## config.mk

```make
export PLATFORM = sky130hd
export DESIGN_NAME = support_mem_loader
export DESIGN_NICKNAME = d
export VERILOG_FILES = /design/src/rtl/support_mem_loader_pkg.sv /design/src/rtl/support_mem_loader.sv
export SDC_FILE = /design/constraint.sdc
export NUM_CORES = 1
export LEC_CHECK = 0
export ABC_AREA = 1
export BUFFER_PORTS_ARGS = -buffer_cell sky130_fd_sc_hd__buf_2
export CELL_PAD_IN_SITES_DETAIL_PLACEMENT = 0
export CELL_PAD_IN_SITES_GLOBAL_PLACEMENT = 1
export CORE_UTILIZATION = 42
export DETAILED_ROUTE_END_ITERATION = 6
export PLACE_DENSITY = 0.95
export SLEW_MARGIN = 25
export SYNTH_ARGS = -nofsm -noshare
export SYNTH_HDL_FRONTEND = slang
export SYNTH_SLANG_ARGS = --single-unit
export TNS_END_PERCENT = 1
```

## constraint.sdc

```tcl
create_clock -name clk -period 3.3 [get_ports clk]
set_input_delay 0.33 -clock clk [delete_from_list [all_inputs] [get_ports clk]]
set_output_delay 0.33 -clock clk [all_outputs]
set_load 0.02 [all_outputs]
```

## src/rtl/support_mem_loader_pkg.sv

```systemverilog
// rtl/support_mem_loader_pkg.sv - shared state encoding for the support memory loader
package support_mem_loader_pkg;

    typedef enum logic [1:0] {
        ST_IDLE      = 2'd0,
        ST_WAIT_BYTE = 2'd1,
        ST_WRITE     = 2'd2,
        ST_FINISH    = 2'd3
    } state_t;

endpackage

```

## src/rtl/support_mem_loader.sv

```systemverilog
// rtl/support_mem_loader.sv - streams bytes into support CPU memory while holding that CPU off the bus
module support_mem_loader
    import support_mem_loader_pkg::*;
#(
    parameter logic [15:0] BASE_DEFAULT = 16'h0000
) (
    input  logic        clk,
    input  logic        reset,
    input  logic        start,
    input  logic        abort,
    input  logic        base_sel,
    input  logic [15:0] base_A,
    input  logic [15:0] length,
    input  logic [7:0]  in_data,
    input  logic        in_valid,
    output logic        in_ready,
    output logic        sys_en,
    output logic [15:0] sys_A,
    output logic [7:0]  sys_data,
    output logic        sys_wr,
    output logic        support_hold,
    output logic        busy,
    output logic        done,
    output logic [7:0]  checksum
);

    state_t      state, state_next;
    logic [15:0] addr;
    logic [15:0] last_addr;
    logic [15:0] count;
    logic [7:0]  data;
    logic [7:0]  sum;
    logic        accept;
    logic        capture;

    assign accept  = (state == ST_IDLE) && start && !abort;
    assign capture = (state == ST_WAIT_BYTE) && in_valid && !abort;

    always_ff @(posedge clk or posedge reset) begin
        if (reset) state <= ST_IDLE;
        else       state <= state_next;
    end

    always_comb begin
        state_next   = state;
        in_ready     = 1'b0;
        sys_wr       = 1'b0;
        done         = 1'b0;
        busy         = 1'b1;
        sys_en       = 1'b1;
        support_hold = 1'b1;
        sys_A        = last_addr;
        sys_data     = data;
        case (state)
            ST_IDLE: begin
                busy         = 1'b0;
                sys_en       = 1'b0;
                support_hold = 1'b0;
                sys_A        = 16'h0000;
                sys_data     = 8'h00;
                if (accept) state_next = (length != 16'h0000) ? ST_WAIT_BYTE : ST_FINISH;
            end
            ST_WAIT_BYTE: begin
                in_ready = 1'b1;
                if (capture) state_next = ST_WRITE;
            end
            ST_WRITE: begin
                sys_wr     = 1'b1;
                sys_A      = addr;
                state_next = (count == 16'h0001) ? ST_FINISH : ST_WAIT_BYTE;
            end
            ST_FINISH: begin
                done       = 1'b1;
                state_next = ST_IDLE;
            end
            default: state_next = ST_IDLE;
        endcase
        // Abort overrides every active state; the write strobe above still goes out this cycle.
        if (state != ST_IDLE && abort) state_next = ST_IDLE;
    end

    always_ff @(posedge clk or posedge reset) begin
        if (reset) begin
            addr      <= 16'h0000;
            last_addr <= 16'h0000;
            count     <= 16'h0000;
            data      <= 8'h00;
            sum       <= 8'h00;
        end else begin
            if (accept) begin
                addr      <= base_sel ? base_A : BASE_DEFAULT;
                last_addr <= base_sel ? base_A : BASE_DEFAULT;
                count     <= length;
                data      <= 8'h00;
                sum       <= 8'h00;
            end
            if (capture) begin
                data <= in_data;
                sum  <= sum + in_data;
            end
            // last_addr keeps sys_A steady on the most recent write between strobes.
            if (state == ST_WRITE) begin
                addr      <= addr + 16'h0001;
                last_addr <= addr;
                count     <= count - 16'h0001;
            end
        end
    end

    assign checksum = sum;

endmodule

```

==> impl_summary.md, run 1 <==
Setup path
The worst register-to-register path ends at addr[6]. In this run the worst path has a maximum fanout of 25. The type of element launching the critical path is a register. The worst setup path category is reg2out.

Measured in cells, the most critical reg-to-reg path has a length of 8. The setup slack of the most critical reg-to-reg path is just under 0.9 ns. The reg-to-reg critical path startpoint is state[0]. STA classifies the critical path endpoint as an output pin. Data on the critical path is required at its endpoint by between 2 and 3 ns. The arrival time of data at the critical path endpoint is 2.25 ns.

Synth
When the netlist entered floorplanning its net count stood at roughly 660. The synthesis warning total is 0. The register area share after synthesis is 0.394. The netlist area before placement is 0.00420 mm2. The mean instance size in the synthesized netlist is 6.92 um2.

Synthesis produced a netlist whose cell count is 606. Counting flops and latches in the post-synthesis netlist gives 66. After synthesis, the netlist uses 34 different library cells.

Detailed routing
For this block, the via count after detailed routing is 4,150. The iteration count of the initial detailed-routing pass is 4. Dividing the detail-routed via count by the number of cells gives about 5. The remaining antenna violation count is 0. The total detailed-routing wirelength is 11,200 um. The final routed wire length divided by cell count is between 10 and 15 um. The DRC violations left is 0.

The first routing iteration left 208 violations.

Placed design
The number of instances in the placed design is ~800. The placed cell area is 0.00468 mm2. The worst setup timing slack at the placement stage is just over 0.9 ns.

The final HPWL from detailed placement is 8100 um. Routability-driven placement finished with a final weighted congestion of 0.863. Port buffering added 83 buffers.

Clocking
The buffer count from post-CTS setup fixing is 0. The total number of clock tree sinks is 66. Counting the buffers created by CTS gives 9. CTS placed an instance of sky130_fd_sc_hd__clkbuf_8 at the clock tree root.

TritonCTS built the clock tree. The clock input transition at the sequential cells of the worst setup and hold paths is 0.08 ns. CTS built an H-tree with a depth of 3. The hold-fix buffer count after cts is 0. Post-CTS repair changed the size of 0 cells. The deepest clock path buffer count is 2.

Clock latency on the worst-skew pair, taken at its later pin, is 0.34 ns.

Finish
After the last flow step, the layout net total stands at 740. The share of the core filled with cells in the final layout is 0.503. The sequential cell area is 0.00165 mm2.

The number of antenna diodes in the final layout is 0. The area growth from synthesis to layout is 16.7%. The number of filler instances in the final layout is 1,006. The share of post-route cells with drive strength above 1 is 0.172. Summing all multi-input logic gate instances after layout gives approximately 0.0021 mm2. For this run, the number of standard cells in the final layout without fillers is 821. The final cell area excluding filler cells is between 0.004 and 0.005 mm2.

Timing
The total count of max-transition violations in the final report is 0. The final worst-path setup slack is 0.720 ns. The count of endpoints failing setup in the final report is 0. The highest attainable clock frequency is just under 400 MHz. Hold is met by 0.0646 ns. The final sum of negative setup slack is 0 ns. The final cycle utilization of the critical path is 0.782. The number of endpoints with negative hold slack in the final report is 0. Across the routed clock network, the largest skew measured is 0.0101 ns. Subtracting the final worst setup slack from the clock period gives 2.58 ns.

Measured against its own limit, the worst slew margin works out to 0.453. The slew at the pin closest to its max-slew limit is approximately 0.82 ns. Setup repair after global routing left no endpoint under its margin.

GRT
The busiest metal layer after global routing is met2. In the global route stage, met2 resource usage came out at 0.401. The largest net degree at the start of global routing is between 40 and 50. The number of global-route vias before repair came to 3,863.

The total overflow left after global routing is 0. The global routing usage on met1 is 0.286. The global-route track usage on met3 is 0.0369. Across every metal layer, demand over resource in global routing totals 0.227.

The first global-routing pass estimated 18,300 um of wire. The number of antenna violations at the first check in global routing is 0.

Job
Max-cap violations in this run came to 0.

Pwr
The power after layout is 3.61 mW. The highest ir drop seen on vdd is approximately 280 uV. In this run the static leakage power is 2.57 nW. The total power divided by cell area is 738 mW/mm2.

Worst hold path
The tightest min-delay check is of the in2async type.

Die
Measured along the y axis, the die boundary spans 102 um. The count of boundary I/O pins is 84. The number of standard-cell rows in the floorplan is 36.

For this configuration, the core starts out at a cell density of 0.431. From left edge to right edge, the die measures 102 um. The die covers 0.0104 mm2. The core region is 0.00973 mm2.

Run status
The run finished with clean final reports.
[placed cells by master, fill, tap and decap left out, types with 4 or more instances in the layout]
master	instances
sky130_fd_sc_hd__inv_1	74
sky130_fd_sc_hd__a31oi_1	4
sky130_fd_sc_hd__ha_1	10
sky130_fd_sc_hd__nand4_1	8
sky130_fd_sc_hd__clkbuf_8	9
sky130_fd_sc_hd__o22ai_1	5
sky130_fd_sc_hd__o221ai_1	5
sky130_fd_sc_hd__dfrtp_1	66
sky130_fd_sc_hd__o21ai_0	28
sky130_fd_sc_hd__nor2_1	92
sky130_fd_sc_hd__a21oi_1	16
sky130_fd_sc_hd__o211ai_1	17
sky130_fd_sc_hd__o21ai_1	6
sky130_fd_sc_hd__buf_2	83
sky130_fd_sc_hd__nand2_1	179
sky130_fd_sc_hd__nand3_1	45
[worst max-delay path by stage]
| stage | slack (ns) | end | depth (start not counted) | startpoint |
|---|---|---|---|---|
| after floorplan | 1.32 | addr[0] | 1 | reset |
| after global placement | 1.01 | addr[6] | 8 | state[0] |
| after detailed placement | 0.91 | addr[6] | 8 | state[0] |
| after CTS | 0.69 | sys_A[8] | 6 | state[0] |
| after global routing | 0.52 | sys_A[7] | 6 | state[0] |
| final | 0.72 | sys_A[8] | 6 | state[0] |
[power by group]
| group | internal, mW | leakage [nW] | switching [mW] |
|---|---|---|---|
| registers | 1.14 | 0.818 | 0.290 |
| clock network | 0.424 | 0.105 | 0.338 |
| logic | 0.506 | 1.65 | 0.921 |
| total | 2.07 | 2.57 | 1.55 |
[worst max-delay path, cell delays in order, from the launching register on]
cell                      delay [ns]
sky130_fd_sc_hd__dfrtp_1        0.84
sky130_fd_sc_hd__inv_4          0.14
sky130_fd_sc_hd__nand2_2        0.47
sky130_fd_sc_hd__nor2_1         0.15
sky130_fd_sc_hd__inv_1          0.10
sky130_fd_sc_hd__nand2_1        0.05
sky130_fd_sc_hd__buf_2          0.15
[state kept, by name, indices dropped and copies added (netlist names)]
register	cells
addr	16
checksum	8
count	16
data	8
last_addr	16
state	2
[logic make-up (layout without fill, tap and decap cells)]
kind of cell	Yosys count	in the layout	share of synthesized area
AND/OR/NAND/NOR	342	342	0.343
buffers and inverters	98	180	0.0990
AO/OA/AOI/OAI	84	84	0.120
flip-flops	66	66	0.394
adder cells (fa/ha/maj)	11	11	0.0346
XOR/XNOR	5	5	0.0104
[cell type report]
class,instances,share of cell area
multi-input combinational,442,0.435
sequential,66,0.337
timing repair buffer,85,0.0879
inverter,79,0.0616
tap,133,0.0340
clock buffer,9,0.0253
clock inverter,7,0.0192
[metal layers]
| layer | wire length, um | vias up |
|---|---|---|
| met2 | 5540 | 131 |
| met3 | 670 | 15 |
| met4 | 148 | 0 |
| li1 | - | 2088 |
| met5 | 0 | - |
| met1 | 4890 | 1916 |
[Yosys cell counts]
master	instances	area [um2]
sky130_fd_sc_hd__inv_2	3	11.3
sky130_fd_sc_hd__a21o_1	1	7.51
sky130_fd_sc_hd__nand2_4	1	11.3
sky130_fd_sc_hd__nand3_1	45	225
sky130_fd_sc_hd__nand3_2	1	10.0
sky130_fd_sc_hd__nor2_8	1	20.0
sky130_fd_sc_hd__ha_1	10	125
sky130_fd_sc_hd__nand2_1	179	672
sky130_fd_sc_hd__a31oi_1	4	25.0
sky130_fd_sc_hd__o211ai_1	17	128
sky130_fd_sc_hd__nor3_1	3	15.0
sky130_fd_sc_hd__a22o_1	2	17.5
sky130_fd_sc_hd__fa_1	1	20.0
sky130_fd_sc_hd__inv_1	75	282
sky130_fd_sc_hd__nand2_2	3	18.8
sky130_fd_sc_hd__buf_6	1	11.3
sky130_fd_sc_hd__clkbuf_1	2	7.51
sky130_fd_sc_hd__nor2_4	2	22.5
sky130_fd_sc_hd__nand4_1	8	50.1
sky130_fd_sc_hd__o221ai_1	5	43.8
sky130_fd_sc_hd__buf_2	9	45.0
sky130_fd_sc_hd__a21oi_1	16	80.1
sky130_fd_sc_hd__dfrtp_1	66	1650
sky130_fd_sc_hd__xor2_1	2	17.5
sky130_fd_sc_hd__o21ai_1	6	30.0
sky130_fd_sc_hd__o21ai_0	28	140
sky130_fd_sc_hd__or2_2	2	12.5
sky130_fd_sc_hd__nor2_2	2	12.5
sky130_fd_sc_hd__inv_4	1	6.26
sky130_fd_sc_hd__buf_4	7	52.6
sky130_fd_sc_hd__nand3b_1	3	22.5
sky130_fd_sc_hd__nor2_1	92	345
sky130_fd_sc_hd__o22ai_1	5	31.3
sky130_fd_sc_hd__xnor2_1	3	26.3
No activity file was read; power rests on OpenSTA's default activity.
==> run 2: changes to the inputs <==
- CORE_UTILIZATION: 42 -> 39
- PLACE_DENSITY: 0.95 -> 0.9
- clock period: 3.3 -> 2.6 ns (I/O delays scaled with it)
==> run 2 against run 1 <==
Core utilization shrank 2.7 points; die area grew 7.5%; clock-buffer cell count grew 1; largest cell class unchanged; highest routed layer unchanged.
==> impl_summary.md, run 2 (synthesis results as in run 1) <==
Run status
The flow ran to the end, and the final reports show no timing, DRC or antenna violations.

Detailed routing
The DRC violations left is 0. The first detailed-routing pass ran for 5 iterations. The final routed wire length divided by cell count is 13.7 um. The detailed router finished its first iteration with 253 violations. The remaining antenna violation count is 0. The post-detailed-route via-to-cell ratio is 5.05.

The total detailed-routing wirelength is 11,300 um. The routed layout has roughly 4,200 vias.

Worst hold path
The worst hold path belongs to the class in2reg. The worst hold path begins at in_data[6].

Timing
The final critical delay including setup and external delays is 2.18 ns. The final cycle utilization of the critical path is 0.838. The worst relative slew slack is 0.465. Setup repair after global routing left no endpoint under its margin.

The worst clock skew on the final layout is approximately 0.013 ns. Setup violations remaining at the end of the flow were counted as 0. The total count of max-transition violations in the final report came to 0.

The number of endpoints with negative hold slack in the final report is 0. Timing would allow up to 459 MHz. The slew at the pin closest to its max-slew limit is around 0.8 ns. The final sum of negative setup slack is 0 ns.

Die
The starting density of the core is 0.405. The placeable core region is between 0.01 and 0.015 mm2. The floorplan step set the die height to 106 um. The count of boundary I/O pins is 84.

The number of standard-cell rows in the floorplan is 37. From left edge to right edge, the die measures 106 um. The die covers 0.0112 mm2.

Placed design
The routability congestion estimate from global placement is 0.830. The count of buffers inserted at the top-level ports is 83. After detailed placement, the total cell area comes to 0.00471 mm2. The final HPWL from detailed placement is 8200 um. The number of instances in the placed design is 809.

Finish
Excluding fillers, the count of instances in the completed layout stands at 826. The number of filler instances in the final layout is 1,095. The area growth from synthesis to layout is 17.8%. The number of nets in the finished design is 742. Of the cells placed in the final design, the portion with a size suffix greater than 1 is 0.171.

Leaving out fill and tap cells, the most frequent cell in the layout is sky130_fd_sc_hd__nand2_1. The final cell area excluding filler cells is 0.00494 mm2. The sequential cells in the finished layout cover a total of 0.00165 mm2. The share of the core filled with cells in the final layout is 0.477.

The largest registers in the layout are addr: 16 flops, count: 16 flops, last_addr: 16 flops. In the final layout, the multi-input gates occupy 0.00213 mm2. 0 antenna diodes ended up in the layout. The library cells used most frequently in the layout, excluding fill and tap cells, are sky130_fd_sc_hd__nand2_1, sky130_fd_sc_hd__nor2_1, sky130_fd_sc_hd__buf_2.

Setup path
STA classifies the critical path endpoint as an output pin. The setup slack of the most critical reg-to-reg path is 0.50 ns. The worst register-to-register path ends at addr[6].

The delay contributed by the slowest stage of the critical path is 0.47 ns. The worst setup path is of the reg2out kind. At the worst endpoint, the arrival time is 1.92 ns. The timing endpoint of the critical path is sys_A[4]. The startpoint of the worst setup timing path is state[0]. Measured in cells, the most critical reg-to-reg path has a length of 8. The worst register-to-register path begins at state[1].

The required time of the critical path is 2.34 ns. The maximum fanout count along the critical path is 35. The slowest stage of the critical path belongs to the cell sky130_fd_sc_hd__nor2_8.

The signal on the critical path passes through buf_4 > nor2_8 > nand2_1 > o21ai_0 > buf_2. The worst setup path is launched from a register.

Clocking
The clock reaches the later pin of the worst-skew pair after between 0.3 and 0.4 ns. In this run the deepest clock path goes through 2 buffers. The H-tree generated during clock tree synthesis spans 3 levels. The number of buffers added by the clock tree synthesis step is 9.

The clock input transition at the sequential cells of the worst setup and hold paths is 0.08 ns. The buffer cell driving the clock tree root is sky130_fd_sc_hd__clkbuf_8. The clock tree from TritonCTS is built. Clock tree synthesis found a total of 66 sinks. The buffer count from post-CTS setup fixing is 0.

Job
Across the run, the number of max-cap violations was 0.

GRT
The wire length of the first global-routing pass is 19,200 um. The number of antenna violations at the first check in global routing is 0. The largest net degree at the start of global routing is 41. The number of global-route vias before repair came to ~4,000. The total overflow left after global routing is 0.

In the global route stage, overall resource usage came out at 0.216.

Pwr
IR analysis of the VDD net gives a maximum drop of 444 uV. The power after layout is 4.61 mW. The total power divided by cell area is 933 mW/mm2.

The leakage dissipation is 2.60 nW.
[run 2: metrics by stage]
step | setup WS (ns) | hold slack (ns)
2_1_floorplan | 0.685 | 0.381
3_3_place_gp | 0.592 | 0.372
3_5_place_dp | 0.502 | 0.382
4_1_cts | 0.411 | 0.127
5_1_grt | 0.295 | 0.122
6_report | 0.421 | 0.144
[run 2: metal layers]
| layer | global-route usage | part of all wire | vias to the layer above | wire length [um] |
|---|---|---|---|---|
| met2 | 0.374 | 0.49 | 124 | 5580 |
| met4 | 0.0784 | 0.018 | 0 | 206 |
| li1 | - | - | 2100 | - |
| met5 | 0 | 0 | - | 0 |
| met1 | 0.262 | 0.43 | 1932 | 4890 |
| met3 | 0.0476 | 0.054 | 17 | 610 |
[run 2: cell type report]
class,count,area share
Tap cell,136,0.0344
Timing Repair Buffer,87,0.0957
Clock buffer,10,0.0258
Sequential cell,66,0.334
Multi-Input combinational cell,442,0.431
Clock inverter,6,0.0185
Inverter,79,0.0605
[run 2: worst max-delay path, delay by kind of cell, from the launching register on]
kind | cells | cell delay (ns)
buffers and inverters | 2 | 0.41
AND/OR/NAND/NOR | 2 | 0.63
AO/OA/AOI/OAI | 1 | 0.12
flip-flops | 1 | 0.41
[run 2: where the power goes]
part	total (mW)	internal (mW)	switching (mW)	leakage, nW
registers	1.79	1.44	0.344	0.818
logic	1.85	0.659	1.20	1.67
clock network	0.973	0.544	0.429	0.110
total	4.61	2.64	1.97	2.60
[run 2: how the worst min path moves through the flow]
stage | to | cells past startpoint
2_1_floorplan | data[0] | 2
3_3_place_gp | data[4] | 2
3_5_place_dp | data[4] | 2
4_1_cts | data[6] | 3
5_1_grt | data[5] | 3
6_report | data[6] | 3
[run 2: what timing repair did]
action,in CTS,in global routing
gates resized for setup,0,0
hold buffers,1,0
endpoints found under the hold margin,2,0
==> run 3: changes to the inputs <==
- CORE_UTILIZATION: 39 -> 36
- PLACE_DENSITY: 0.9 -> 0.88
- clock period: 2.6 -> 1.99 ns (I/O delays scaled with it)
==> run 3 against run 2 <==
Power increased by 38%; cell count increased by 2.2%; sequential cell count unchanged; first-iteration DRC count decreased by 9.1%; critical path type unchanged; largest cell class unchanged.
==> impl_summary.md, run 3 (synthesis results as in run 1) <==
Pwr
In this run the static leakage power is 2.68 nW. Dividing total power by cell area gives a power density of 1240 mW/mm2. The power after layout is 6.36 mW. IR analysis of the VDD net gives a maximum drop of 445 uV.

GRT
The wire length of the first global-routing pass is 19,100 um. The number of global-route vias before repair is ~4,100. The layer flagged by global routing as most heavily used is met2. The largest net degree at the start of global routing is between 60 and 70.

For this run, the total global-route usage over all layers was measured as 0.206. The aggregate global routing overflow is 0. For this run, global-route usage on met3 was measured as 0.0350.

For met2 alone, demand over resource in global routing was 0.357. The number of antenna violations at the first check in global routing is 0. For met1 alone, demand over resource in global routing was 0.258.

Timing
The final cycle utilization of the critical path is 0.953. The highest attainable clock frequency is roughly 530 MHz. Across all hold checks on the routed design, the worst slack comes to between 0.1 and 0.15 ns. For the final database, setup skew stands at around 0.009 ns.

In this run the tightest slew margin relative to its limit is 0.659. Setup violations remaining at the end of the flow were counted as 0. The final worst-path setup slack is 0.0937 ns.

For the pin with the worst max-slew slack, the measured transition is between 0.5 and 0.6 ns. In the final timing run, aggregate negative setup slack is 0 ns. The total count of max-transition violations in the final report came to 0.

The number of endpoints with negative hold slack in the final report is 0. Setup repair after global routing could not meet its margin everywhere. After layout, the minimum clock period comes to ~1.9 ns.

Finish
The area growth from synthesis to layout is 22.4%. The library cell used most frequently in the layout, excluding fill and tap cells, is sky130_fd_sc_hd__nand2_1. The non-filler instance count after layout is 844.

The top cell types in the final layout, fill and taps aside, are sky130_fd_sc_hd__nand2_1, sky130_fd_sc_hd__nor2_1, sky130_fd_sc_hd__buf_2. In the final layout, the registers with the most flip-flops are addr: 16 flops, count: 16 flops, last_addr: 16 flops. For this run, the post-layout net count is around 750.

The repair_antennas step left the layout with diodes totalling 0. The footprint of the multi-input gates is 0.00214 mm2. Across the whole layout, storage elements account for 0.00165 mm2. In the final layout, the share of cells above drive strength 1 is 0.188.

The number of filler instances in the final layout is between 1,000 and 1,500.

Detailed routing
After detailed routing, the average wire length per cell comes to 13.8 um. After the first detailed-routing iteration, the DRC count stood at 230. The count of vias placed by the detailed router is about 4,300. The DRC violations left is 0. The remaining antenna violation count is 0. The total detailed-routing wirelength is 11,700 um.

The iteration count of the initial detailed-routing pass is 4. Dividing the detail-routed via count by the number of cells gives between 5 and 6.

Clocking
The deepest clock path buffer count is 2. The number of levels the H-tree was split into is 3. For the worst-skew pair, the clock arrives at the later sink with an insertion delay of 0.34 ns. The tree is rooted in a sky130_fd_sc_hd__clkbuf_16. In this run, CTS created clock tree buffers numbering 9.

The clock input transition at the sequential cells of the worst setup and hold paths is 0.06 ns. Clock tree synthesis found a total of 66 sinks. TritonCTS built the clock tree.

Die
The floorplan step set the die width to 110 um. After floorplanning, the core was divided into 39 placement rows. The starting density of the core is 0.369. After floorplanning, the core was sized to cover roughly 0.011 mm2. During I/O placement, the number of pins put on the boundary was 84. The overall die area is around 0.012 mm2. The die height is 110 um.

Worst hold path
The worst hold path begins at in_data[3]. The path with the worst hold slack has its endpoint at data[3]. The instance count along the most critical hold path is 3. The min-delay analysis places its worst path in the category in2reg.

Setup path
The setup path with the least slack is of type reg2out. The delay contributed by the slowest stage of the critical path is 0.48 ns. The required time of the critical path is 1.79 ns. In this run the worst path has a maximum fanout of 15.

The startpoint identified for the worst register-to-register timing path is state[0]. The destination of the worst register-to-register timing path is addr[6]. On the critical path, the stage with the largest delay is an instance of sky130_fd_sc_hd__dfrtp_2. The arrival time of data at the critical path endpoint is 1.70 ns. The critical path goes through inv_4 > nand2_8 > buf_12 > nor2_1 > inv_1 > nand2_1 > buf_2. In this run the register-to-register setup slack is approximately 0.11 ns. The number of cells on the worst reg-to-reg path is 8. The worst setup path is launched from a register.

The endpoint class of the critical path is an output pin.

Run status
The flow ran to the end, and the final reports show no timing, DRC or antenna violations.

Placed design
The worst setup timing slack at the placement stage is 0.121 ns. In this run, placement finished with an instance count of between 800 and 900. Routability-driven placement finished with a final weighted congestion of 0.858. The final HPWL from detailed placement is 8360 um. Input and output buffers added on the ports amount to 83.

Job
The count of maximum capacitance violations is 0.
-- run 3: area by class of cell --
class	count	share of cell area
clock buffers	12	0.0519
clock inverters	4	0.00487
inverters	79	0.0582
multi-input cells	442	0.417
flip-flops and latches	66	0.322
well taps	143	0.0348
repair buffers	98	0.111
-- run 3: repair_timing --
item                                    in CTS  in global routing
pin swaps                                    0                  1
hold endpoints to repair                    66                  0
gates resized for setup                      2                  2
endpoints found under the setup margin       6                  9
setup buffers                                0                  3
hold buffers                                 1                  0
-- run 3: stage by stage --
step / util / cell area [um2]
2_1_floorplan: - / 4200
5_1_grt: 0.452 / 5130
4_1_cts: 0.449 / 5100
6_report: 0.452 / 5130
3_3_place_gp: 0.422 / 4790
3_5_place_dp: 0.422 / 4790
-- run 3: per-layer routing --
layer / vias to the layer above / part of all wire
met2: 93 / 0.50
met5: - / 0
li1: 2116 / -
met4: 0 / 0.014
met1: 2029 / 0.44
met3: 12 / 0.048
-- run 3: worst max path at each step --
stage | startpoint | end | slack, ns | depth (start not counted)
floorplan | reset | addr[0] | 0.14 | 1
global placement | state[0] | addr[6] | 0.21 | 8
detailed placement | state[0] | addr[6] | 0.12 | 8
CTS | state[1] | sys_A[4] | 0.01 | 6
global route | state[0] | sys_A[13] | -0.01 | 7
finish | state[0] | sys_A[8] | 0.09 | 7
-- run 3: critical path, delay by kind of cell, from the launching register on --
kind	cells	cell delay (ns)
flops	1	0.48
simple gates	3	0.33
buf+inv	4	0.56
-- run 3: power by group --
group / leakage, nW / switching, mW / internal (mW)
sequential: 0.815 / 0.453 / 1.89
clock: 0.141 / 0.598 / 0.940
combinational: 1.73 / 1.58 / 0.900
